### src/rtl/minmax_tracker_8bit.sv
// minmax_tracker_8bit
// Tracks the running minimum, running maximum and saturating sample count
// over a burst of unsigned samples delimited by start and in_last.
// Optional feature (macro MINMAX_INDEX_EN): adds min_idx/max_idx outputs
// holding the zero-based acceptance index of the sample that set each extreme.

module minmax_tracker_8bit #(
    parameter int WIDTH = 8,
    parameter int CNT_W = 8
) (
    input  logic             clk,
    input  logic             rst,
    input  logic             start,
    input  logic             in_valid,
    input  logic [WIDTH-1:0] in_data,
    input  logic             in_last,
    output logic             in_ready,
    output logic [WIDTH-1:0] min_out,
    output logic [WIDTH-1:0] max_out,
    output logic [CNT_W-1:0] count,
    output logic             busy,
    output logic             done
`ifdef MINMAX_INDEX_EN
    ,
    output logic [CNT_W-1:0] min_idx,
    output logic [CNT_W-1:0] max_idx
`endif
);

    typedef enum logic [1:0] {
        ST_IDLE  = 2'd0,
        ST_FIRST = 2'd1,
        ST_TRACK = 2'd2,
        ST_DONE  = 2'd3
    } state_t;

    localparam logic [CNT_W-1:0] CNT_MAX  = {CNT_W{1'b1}};
    localparam logic [CNT_W-1:0] CNT_ZERO = {CNT_W{1'b0}};
    localparam logic [CNT_W-1:0] CNT_ONE  = {{(CNT_W-1){1'b0}}, 1'b1};
    localparam logic [WIDTH-1:0] DAT_ZERO = {WIDTH{1'b0}};

    // Unsigned magnitude compare of a against b: returns {a_gt_b, a_lt_b}.
    function automatic logic [1:0] mag_cmp(input logic [WIDTH-1:0] a,
                                           input logic [WIDTH-1:0] b);
        logic [1:0] r;
        r[1] = (a > b);
        r[0] = (a < b);
        return r;
    endfunction

    state_t           state_r;
    logic [WIDTH-1:0] min_r;
    logic [WIDTH-1:0] max_r;
    logic [CNT_W-1:0] count_r;
    logic             ready_r;
    logic             busy_r;
    logic             done_r;
`ifdef MINMAX_INDEX_EN
    logic [CNT_W-1:0] min_idx_r;
    logic [CNT_W-1:0] max_idx_r;
`endif

    logic             accept_s;
    logic             lt_min_s;
    logic             gt_max_s;
    logic [1:0]       cmp_min_s;
    logic [1:0]       cmp_max_s;

    // Handshake and comparator decisions against the held extremes; in_data is
    // only considered when a sample is actually accepted.
    always_comb begin
        accept_s  = in_valid && ready_r;
        cmp_min_s = mag_cmp(in_data, min_r);
        cmp_max_s = mag_cmp(in_data, max_r);
        if (accept_s) begin
            lt_min_s = cmp_min_s[0];
            gt_max_s = cmp_max_s[1];
        end else begin
            lt_min_s = 1'b0;
            gt_max_s = 1'b0;
        end
    end

    // Burst FSM with the result registers and registered status decodes.
    always_ff @(posedge clk) begin
        if (rst) begin
            state_r   <= ST_IDLE;
            min_r     <= DAT_ZERO;
            max_r     <= DAT_ZERO;
            count_r   <= CNT_ZERO;
            ready_r   <= 1'b0;
            busy_r    <= 1'b0;
            done_r    <= 1'b0;
`ifdef MINMAX_INDEX_EN
            min_idx_r <= CNT_ZERO;
            max_idx_r <= CNT_ZERO;
`endif
        end else begin
            case (state_r)
                ST_IDLE, ST_DONE: begin
                    if (start) begin
                        state_r   <= ST_FIRST;
                        min_r     <= DAT_ZERO;
                        max_r     <= DAT_ZERO;
                        count_r   <= CNT_ZERO;
                        ready_r   <= 1'b1;
                        busy_r    <= 1'b1;
                        done_r    <= 1'b0;
`ifdef MINMAX_INDEX_EN
                        min_idx_r <= CNT_ZERO;
                        max_idx_r <= CNT_ZERO;
`endif
                    end
                end
                ST_FIRST: begin
                    if (accept_s) begin
                        min_r     <= in_data;
                        max_r     <= in_data;
                        count_r   <= CNT_ONE;
`ifdef MINMAX_INDEX_EN
                        min_idx_r <= CNT_ZERO;
                        max_idx_r <= CNT_ZERO;
`endif
                        if (in_last) begin
                            state_r <= ST_DONE;
                            ready_r <= 1'b0;
                            busy_r  <= 1'b0;
                            done_r  <= 1'b1;
                        end else begin
                            state_r <= ST_TRACK;
                        end
                    end
                end
                ST_TRACK: begin
                    if (accept_s) begin
                        // Ties with an extreme leave it (and its index) alone.
                        if (lt_min_s) begin
                            min_r     <= in_data;
`ifdef MINMAX_INDEX_EN
                            min_idx_r <= count_r;
`endif
                        end
                        if (gt_max_s) begin
                            max_r     <= in_data;
`ifdef MINMAX_INDEX_EN
                            max_idx_r <= count_r;
`endif
                        end
                        if (count_r != CNT_MAX) begin
                            count_r <= count_r + CNT_ONE;
                        end
                        if (in_last) begin
                            state_r <= ST_DONE;
                            ready_r <= 1'b0;
                            busy_r  <= 1'b0;
                            done_r  <= 1'b1;
                        end
                    end
                end
                default: begin
                    state_r <= ST_IDLE;
                    ready_r <= 1'b0;
                    busy_r  <= 1'b0;
                    done_r  <= 1'b0;
                end
            endcase
        end
    end

    assign in_ready = ready_r;
    assign min_out  = min_r;
    assign max_out  = max_r;
    assign count    = count_r;
    assign busy     = busy_r;
    assign done     = done_r;
`ifdef MINMAX_INDEX_EN
    assign min_idx  = min_idx_r;
    assign max_idx  = max_idx_r;
`endif

endmodule

### config.mk
export PLATFORM = sky130hd
export DESIGN_NAME = minmax_tracker_8bit
export DESIGN_NICKNAME = d
export VERILOG_FILES = /design/src/rtl/minmax_tracker_8bit.sv
export SDC_FILE = /design/constraint.sdc
export NUM_CORES = 1
export LEC_CHECK = 0
export BUFFER_PORTS_ARGS = -buffer_cell sky130_fd_sc_hd__buf_2
export CORE_MARGIN = 10
export CORE_UTILIZATION = 53
export CTS_CLUSTER_SIZE = 10
export DETAILED_ROUTE_END_ITERATION = 10
export GPL_TIMING_DRIVEN = 0
export HOLD_SLACK_MARGIN = 0.05
export PLACE_DENSITY = 0.79
export SLEW_MARGIN = 20
export SYNTH_ARGS = -nofsm -noshare
export SYNTH_HDL_FRONTEND = slang
export SYNTH_SLANG_ARGS = --single-unit
### constraint.sdc
create_clock -name clk -period 2.5 [get_ports clk]
set_input_delay 0.5 -clock clk [delete_from_list [all_inputs] [get_ports clk]]
set_output_delay 0.5 -clock clk [all_outputs]
set_load 0.005 [all_outputs]
==> results of run 1 <==
==> flip-flops by register name (all words and copies together) (netlist names) <==
register / count
max_out: 8
min_out: 8
state_r: 2
busy: 1
done: 1
count: 8
==> layer usage <==
metal | global-route usage [%] | vias up | routed length, µm
li1 | - | 735 | -
met1 | 18.0 | 645 | 1800
met2 | 19.8 | 31 | 1630
met3 | 3.26 | 7 | 227
met4 | 4.12 | 0 | 53
met5 | 0 | - | 0
==> kinds of logic after synthesis <==
family	count (synthesis)	synth area share, %
simple gates	62	17.6
compound gates	31	14.4
flops	28	34.3
buf+inv	27	6.59
mux	19	11.6
fa+ha+maj	18	13.8
xor+xnor	3	1.61
==> metrics by stage <==
stage	cell area, µm²	total power (W)	worst slack (ps)
floorplan	1630	0.00122	484
global placement	1870	0.00147	159
detailed placement	1870	0.00149	111
CTS	1910	0.00171	326
global route	1910	0.00184	243
finish	1910	0.00170	335
==> cell usage after synthesis (2+ instances only) <==
cell type,number
and3_1,2
a211oi_1,2
nand2b_1,2
o21ai_0,3
nand4_1,3
buf_2,2
clkbuf_1,2
nor3_1,4
dfxtp_1,28
inv_1,21
or3_1,2
xnor2_1,3
ha_1,18
nand2_1,25
mux2i_1,19
nor2_1,10
a21oi_1,9
nand3_1,12
a21o_1,3
==> power groups by stage <==
| stage | combinational, W | sequential, W | clock, W |
|---|---|---|---|
| 3_5_place_dp | 0.000857 | 0.000635 | 0 |
| 2_1_floorplan | 0.000590 | 0.000634 | 0 |
| 4_1_cts | 0.000859 | 0.000624 | 0.000227 |
| 6_report | 0.000850 | 0.000625 | 0.000223 |
| 3_3_place_gp | 0.000839 | 0.000635 | 0 |
| 5_1_grt | 0.000946 | 0.000643 | 0.000246 |
==> final timing paths <==
path	start	to	slack, ps	cells past startpoint
hold / removal	rst	busy	400	2
setup reg to reg	max_out[1]	max_out[0]	340	7
hold reg to reg	max_out[4]	max_out[4]	490	2
setup / recovery	max_out[1]	max_out[0]	340	7
==> layout make-up <==
class                      instances  share of cell area, %
sequential                        28                   29.4
inverter                          22                   4.33
buffer                             5                   1.31
clock buffer                       4                   1.90
multi-input combinational        133                   50.6
timing repair buffer              39                   10.2
tap                               33                   2.17
==> impl_table.tex, run 1 <==
\begin{tabular}{lr}
\hline
Metric & Value \\
\hline
\multicolumn{2}{l}{\textbf{GRT}} \\
\quad Global-route wire length before repair & 6020 µm \\
\quad Remaining global-route overflow & 0 \\
\quad Maximum number of pins on one net before global-route repair & 16 \\
\quad Via count of the first global-routing pass & 1,344 \\
\quad GRT Overall Usage & 13.2\% \\
\quad Number of antenna violations at the first check in global routing & 0 \\
\multicolumn{2}{l}{\textbf{Floorplan}} \\
\quad Overall die area & 0.00570 mm² \\
\quad Horizontal die dimension & 75.5 µm \\
\quad Die boundary height & 75.5 µm \\
\quad FP Rows & 20 \\
\quad Core region area & 0.00300 mm² \\
\quad Initial Util & 54.4\% \\
\quad I/O pins & 40 \\
\multicolumn{2}{l}{\textbf{Timing}} \\
\quad Max\_slew headroom & 45.2\% \\
\quad Pins over their slew limit & 0 \\
\quad Worst Hold Margin & 398 ps \\
\quad Sum of negative setup slack & 0 ps \\
\quad Unrepaired setup endpoints after global routing & no \\
\quad Post-Route Skew & 5.63 ps \\
\quad Highest Clock Rate & 462 MHz \\
\quad Number of hold-slack violations in the final timing report & 0 \\
\quad Clock period minus final worst setup slack & 2160 ps \\
\quad Actual slew at the worst max-slew pin & 819 ps \\
\quad Period Utilization, post-route & 86.6\% \\
\quad Final setup violating endpoints & 0 \\
\multicolumn{2}{l}{\textbf{Yosys}} \\
\quad Fraction of post-synthesis cell area in the top cell type by area & 34.3\% \\
\quad Sequential area share after synthesis & 34.3\% \\
\quad Count of state elements after synthesis & 28 \\
\quad Cell type with the highest aggregate area in the netlist & dfxtp\_1 \\
\quad Area contributors post-synth & dfxtp\_1, ha\_1, mux2i\_1, nand2\_1, inv\_1 \\
\quad Synth Cell Area & 0.00163 mm² \\
\quad Gate count after technology mapping & 188 \\
\quad Avg Inst Size Synth & 8.69 µm² \\
\quad Number of distinct library cells after synthesis & 37 \\
\quad Async S/R FF share, synth & 0\% \\
\quad Leading register cell type out of synthesis & dfxtp\_1 \\
\quad Yosys warns & 0 \\
\quad Number of synthesized flops with an enable pin & 0 \\
\quad Post-Synthesis Net Count & 219 \\
\multicolumn{2}{l}{\textbf{Clocking}} \\
\quad Clock transition at the registers of the reported paths & 150 ps \\
\quad CTS Root Cell & clkbuf\_4 \\
\quad TritonCTS Sinks & 28 \\
\quad H-tree level count & 1 \\
\quad Post-CTS repair timing setup buffer count & 0 \\
\quad TritonCTS buffer count & 3 \\
\quad Clock tree from TritonCTS & built \\
\quad Clock Latency Late Sink & 330 ps \\
\quad Hold buffer count at CTS & 0 \\
\quad Post-cts gate resize count & 0 \\
\quad Max Buffers Root-to-Sink & 2 \\
\multicolumn{2}{l}{\textbf{Pwr}} \\
\quad Power density over the cells & 891 mW/mm² \\
\quad Switching Power & 0.000690 W \\
\quad Share of power burned in combinational logic & 50.0\% \\
\quad Sequential cell fraction of total power & 36.8\% \\
\quad Internal & 0.00101 W \\
\quad Clk pwr share & 13.1\% \\
\quad Standby leakage power & 0.867 nW \\
\quad Net switching share of the total power & 40.6\% \\
\quad Largest vdd supply drop & 0.000467 V \\
\multicolumn{2}{l}{\textbf{Hold path}} \\
\quad Hold/Removal Path Class & input pin to flip-flop \\
\multicolumn{2}{l}{\textbf{Worst setup path}} \\
\quad Cell family with most CP delay & compound AO/OA/AOI/OAI gates \\
\quad Worst path arrival time & 2440 ps \\
\quad Slowest stage cell on the critical path & o41ai\_4 \\
\quad CP Max Fanout & 8 \\
\quad Critical path buffers and inverters & 1 \\
\quad Sort of element at the start of the critical path & flip-flop \\
\quad Crit path cell chain & inv\_1 -> ha\_1 -> nor2b\_4 -> o211ai\_2 -> a21oi\_2 -> o41ai\_4 -> mux2i\_1 \\
\quad Maximum single-stage delay on the critical path & 740 ps \\
\quad Critical path class & flip-flop to flip-flop \\
\quad Crit path capture type & flip-flop \\
\quad Required time at the worst-slack endpoint & 2770 ps \\
\multicolumn{2}{l}{\textbf{Place}} \\
\quad Half-perimeter wire length after detailed placement & 2980 µm \\
\quad Number of placed instances, taps included & 260 \\
\quad Placer's final routability congestion estimate & 0.803 \\
\quad Number of buffers added on ports & 39 \\
\multicolumn{2}{l}{\textbf{Finish}} \\
\quad Commonest cells after routing, fill and taps aside & buf\_2, dfxtp\_1, nand2\_1 \\
\quad Post-layout nets & 263 \\
\quad Inserted Diodes & 0 \\
\quad Flip-flop and latch area & 561 µm² \\
\quad Post-layout utilization of the core & 63.5\% \\
\quad Most common library cell in the layout ignoring fill and taps & buf\_2 \\
\quad Area of combinational cells with multiple inputs & 965 µm² \\
\quad Layout cells sized above 1 & 22.1\% \\
\quad Post-route non-filler standard cell count & 264 \\
\quad Post-synthesis to final-layout area growth & 16.7\% \\
\quad Filler instances & 257 \\
\multicolumn{2}{l}{\textbf{Routing}} \\
\quad Total number of vias & 1,418 \\
\quad Number of DRC violations after detailed-routing iteration 0 & 74 \\
\quad Total detailed-routing wirelength & 3720 µm \\
\quad WL/cell & 14.1 µm \\
\quad Iteration count of the initial detailed-routing pass & 4 \\
\quad Number of nets with antenna violations after routing & 0 \\
\quad Remaining routing DRC violations & 0 \\
\quad Vias per Instance & 5.37 \\
\multicolumn{2}{l}{\textbf{Outcome}} \\
\quad Outcome & finished clean \\
\multicolumn{2}{l}{\textbf{Flow run}} \\
\quad Max capacitance violation total & 0 \\
\hline
\end{tabular}
(Power assumes the default switching activity.)
==> run 2, diff against run 1 <==
--- a/config.mk
+++ b/config.mk
@@ -13,6 +13,7 @@
 export GPL_TIMING_DRIVEN = 0
 export HOLD_SLACK_MARGIN = 0.05
 export PLACE_DENSITY = 0.79
+export RECOVER_POWER = 100
 export SLEW_MARGIN = 20
 export SYNTH_ARGS = -nofsm -noshare
 export SYNTH_HDL_FRONTEND = slang
==> run 2 against run 1 <==
Highest routed layer unchanged. Clock skew fell by 0.82 ps. Critical path type unchanged. Largest power group unchanged. Critical endpoint unchanged. Die area stayed put. Cell area fell by 1.7%. Worst hold slack got worse by 2.7 ps. Worst setup slack got worse by 56 ps.
==> impl_table.tex, run 2 (synthesized netlist as in run 1, its figures left out) <==
\begin{tabular}{lr}
\hline
Metric & Value \\
\hline
\multicolumn{2}{l}{\textbf{Floorplan}} \\
\quad Core region area & 0.00300 mm² \\
\quad Horizontal die dimension & 75.5 µm \\
\quad FP Rows & 20 \\
\quad Die boundary height & 75.5 µm \\
\quad Initial Util & 54.4\% \\
\quad I/O pins & 40 \\
\quad Overall die area & 0.00570 mm² \\
\multicolumn{2}{l}{\textbf{Clocking}} \\
\quad Post-cts gate resize count & 0 \\
\quad TritonCTS Sinks & 28 \\
\quad Hold buffer count at CTS & 0 \\
\quad Clock Latency Late Sink & 330 ps \\
\quad Clock transition at the registers of the reported paths & 150 ps \\
\quad Post-CTS repair timing setup buffer count & 0 \\
\quad H-tree level count & 1 \\
\quad CTS Root Cell & clkbuf\_4 \\
\quad Clock tree from TritonCTS & built \\
\quad Max Buffers Root-to-Sink & 2 \\
\quad TritonCTS buffer count & 3 \\
\multicolumn{2}{l}{\textbf{Place}} \\
\quad Placer's final routability congestion estimate & 0.803 \\
\quad Worst setup timing slack at the placement stage & 111 ps \\
\quad Half-perimeter wire length after detailed placement & 2980 µm \\
\quad Placement-stage cell area & 0.00187 mm² \\
\quad Number of buffers added on ports & 39 \\
\quad Number of placed instances, taps included & 260 \\
\multicolumn{2}{l}{\textbf{Timing}} \\
\quad Period Utilization, post-route & 88.8\% \\
\quad Clock period minus final worst setup slack & 2220 ps \\
\quad Unrepaired setup endpoints after global routing & no \\
\quad Actual slew at the worst max-slew pin & 1000 ps \\
\quad Pins over their slew limit & 0 \\
\quad Sum of negative setup slack & 0 ps \\
\quad Max\_slew headroom & 32.7\% \\
\quad Final setup violating endpoints & 0 \\
\quad Post-route worst setup slack & 279 ps \\
\quad Post-Route Skew & 4.81 ps \\
\quad Highest Clock Rate & 450 MHz \\
\quad Number of hold-slack violations in the final timing report & 0 \\
\multicolumn{2}{l}{\textbf{Worst setup path}} \\
\quad CP Max Fanout & 8 \\
\quad Crit path capture type & flip-flop \\
\quad Critical path class & flip-flop to flip-flop \\
\quad Worst setup startpoint & max\_out[1] \\
\quad Worst path arrival time & 2490 ps \\
\quad RR Startpoint & max\_out[1] \\
\quad Sort of element at the start of the critical path & flip-flop \\
\quad Required time at the worst-slack endpoint & 2770 ps \\
\multicolumn{2}{l}{\textbf{Routing}} \\
\quad Iteration count of the initial detailed-routing pass & 4 \\
\quad Number of DRC violations after detailed-routing iteration 0 & 71 \\
\quad Total detailed-routing wirelength & 3730 µm \\
\quad Vias per Instance & 5.45 \\
\quad Remaining routing DRC violations & 0 \\
\quad Total number of vias & 1,440 \\
\quad Number of nets with antenna violations after routing & 0 \\
\quad WL/cell & 14.1 µm \\
\multicolumn{2}{l}{\textbf{Pwr}} \\
\quad Standby leakage power & 0.796 nW \\
\quad Largest vdd supply drop & 0.000468 V \\
\quad Power density over the cells & 892 mW/mm² \\
\multicolumn{2}{l}{\textbf{Flow run}} \\
\quad Max capacitance violation total & 0 \\
\multicolumn{2}{l}{\textbf{Finish}} \\
\quad Post-layout utilization of the core & 62.4\% \\
\quad Final design area excluding fillers & 0.00187 mm² \\
\quad Flip-flop and latch area & 561 µm² \\
\quad Post-synthesis to final-layout area growth & 14.7\% \\
\quad Inserted Diodes & 0 \\
\quad Area of combinational cells with multiple inputs & 952 µm² \\
\quad Post-layout nets & 263 \\
\quad Filler instances & 271 \\
\quad Most common library cell in the layout ignoring fill and taps & dfxtp\_1 \\
\quad Layout cells sized above 1 & 13.9\% \\
\quad Post-route non-filler standard cell count & 264 \\
\quad Commonest cells after routing, fill and taps aside & dfxtp\_1, nand2\_1, buf\_2 \\
\multicolumn{2}{l}{\textbf{Hold path}} \\
\quad Hold/Removal Path Class & input pin to flip-flop \\
\quad Worst hold start & rst \\
\multicolumn{2}{l}{\textbf{GRT}} \\
\quad Maximum number of pins on one net before global-route repair & 16 \\
\quad Remaining global-route overflow & 0 \\
\quad Number of antenna violations at the first check in global routing & 0 \\
\quad Global-route wire length before repair & 6020 µm \\
\quad GRT Overall Usage & 13.2\% \\
\quad Via count of the first global-routing pass & 1,344 \\
\multicolumn{2}{l}{\textbf{Outcome}} \\
\quad Outcome & finished clean \\
\hline
\end{tabular}
[run 2: cell count changes in the layout (fill, tap and decap cells not counted), sizes merged]
cell / change
clkbuf: +18
buf: -18
[run 2: through the flow]
stage	hold slack, ps	power (W)
6_report	395	0.00167
2_1_floorplan	456	0.00122
4_1_cts	403	0.00171
3_5_place_dp	468	0.00149
3_3_place_gp	466	0.00147
5_1_grt	399	0.00181
[run 2: critical path: stages, from the launching register on]
cell and delay (ps):
dfxtp_1 380, inv_1 50, ha_1 300, nor2b_4 140, o211ai_1 150, a21oi_1 120
o41ai_4 750, mux2i_1 270
[run 2: area by class of cell]
cell class | instances | area share [%]
sequential | 28 | 29.9
clock buffer | 4 | 1.94
multi-input combinational | 133 | 50.8
inverter | 22 | 4.41
tap | 33 | 2.20
buffer | 5 | 1.27
timing repair buffer | 39 | 9.42
[run 2: where the power goes]
| group | internal (W) | switching [W] | total (W) |
|---|---|---|---|
| Clock | 0.0000892 | 0.000135 | 0.000224 |
| Sequential | 0.000546 | 0.0000801 | 0.000627 |
| Combinational | 0.000351 | 0.000470 | 0.000821 |
| Total | 0.000986 | 0.000685 | 0.00167 |
[run 2: metal layers]
metal | track usage (%) | wire length (µm) | up-vias
met5 | 0 | 0 | -
met4 | 4.12 | 53 | 0
met3 | 3.26 | 241 | 7
met2 | 19.8 | 1630 | 40
met1 | 18.0 | 1800 | 653
li1 | - | - | 740
[run 2: path summary, 6_finish.rpt]
check | end | slack, ps | cells past startpoint
setup / recovery | max_out[0] | 280 | 7
hold / removal | busy | 390 | 2
setup reg to reg | max_out[0] | 280 | 7
hold reg to reg | max_out[4] | 490 | 2
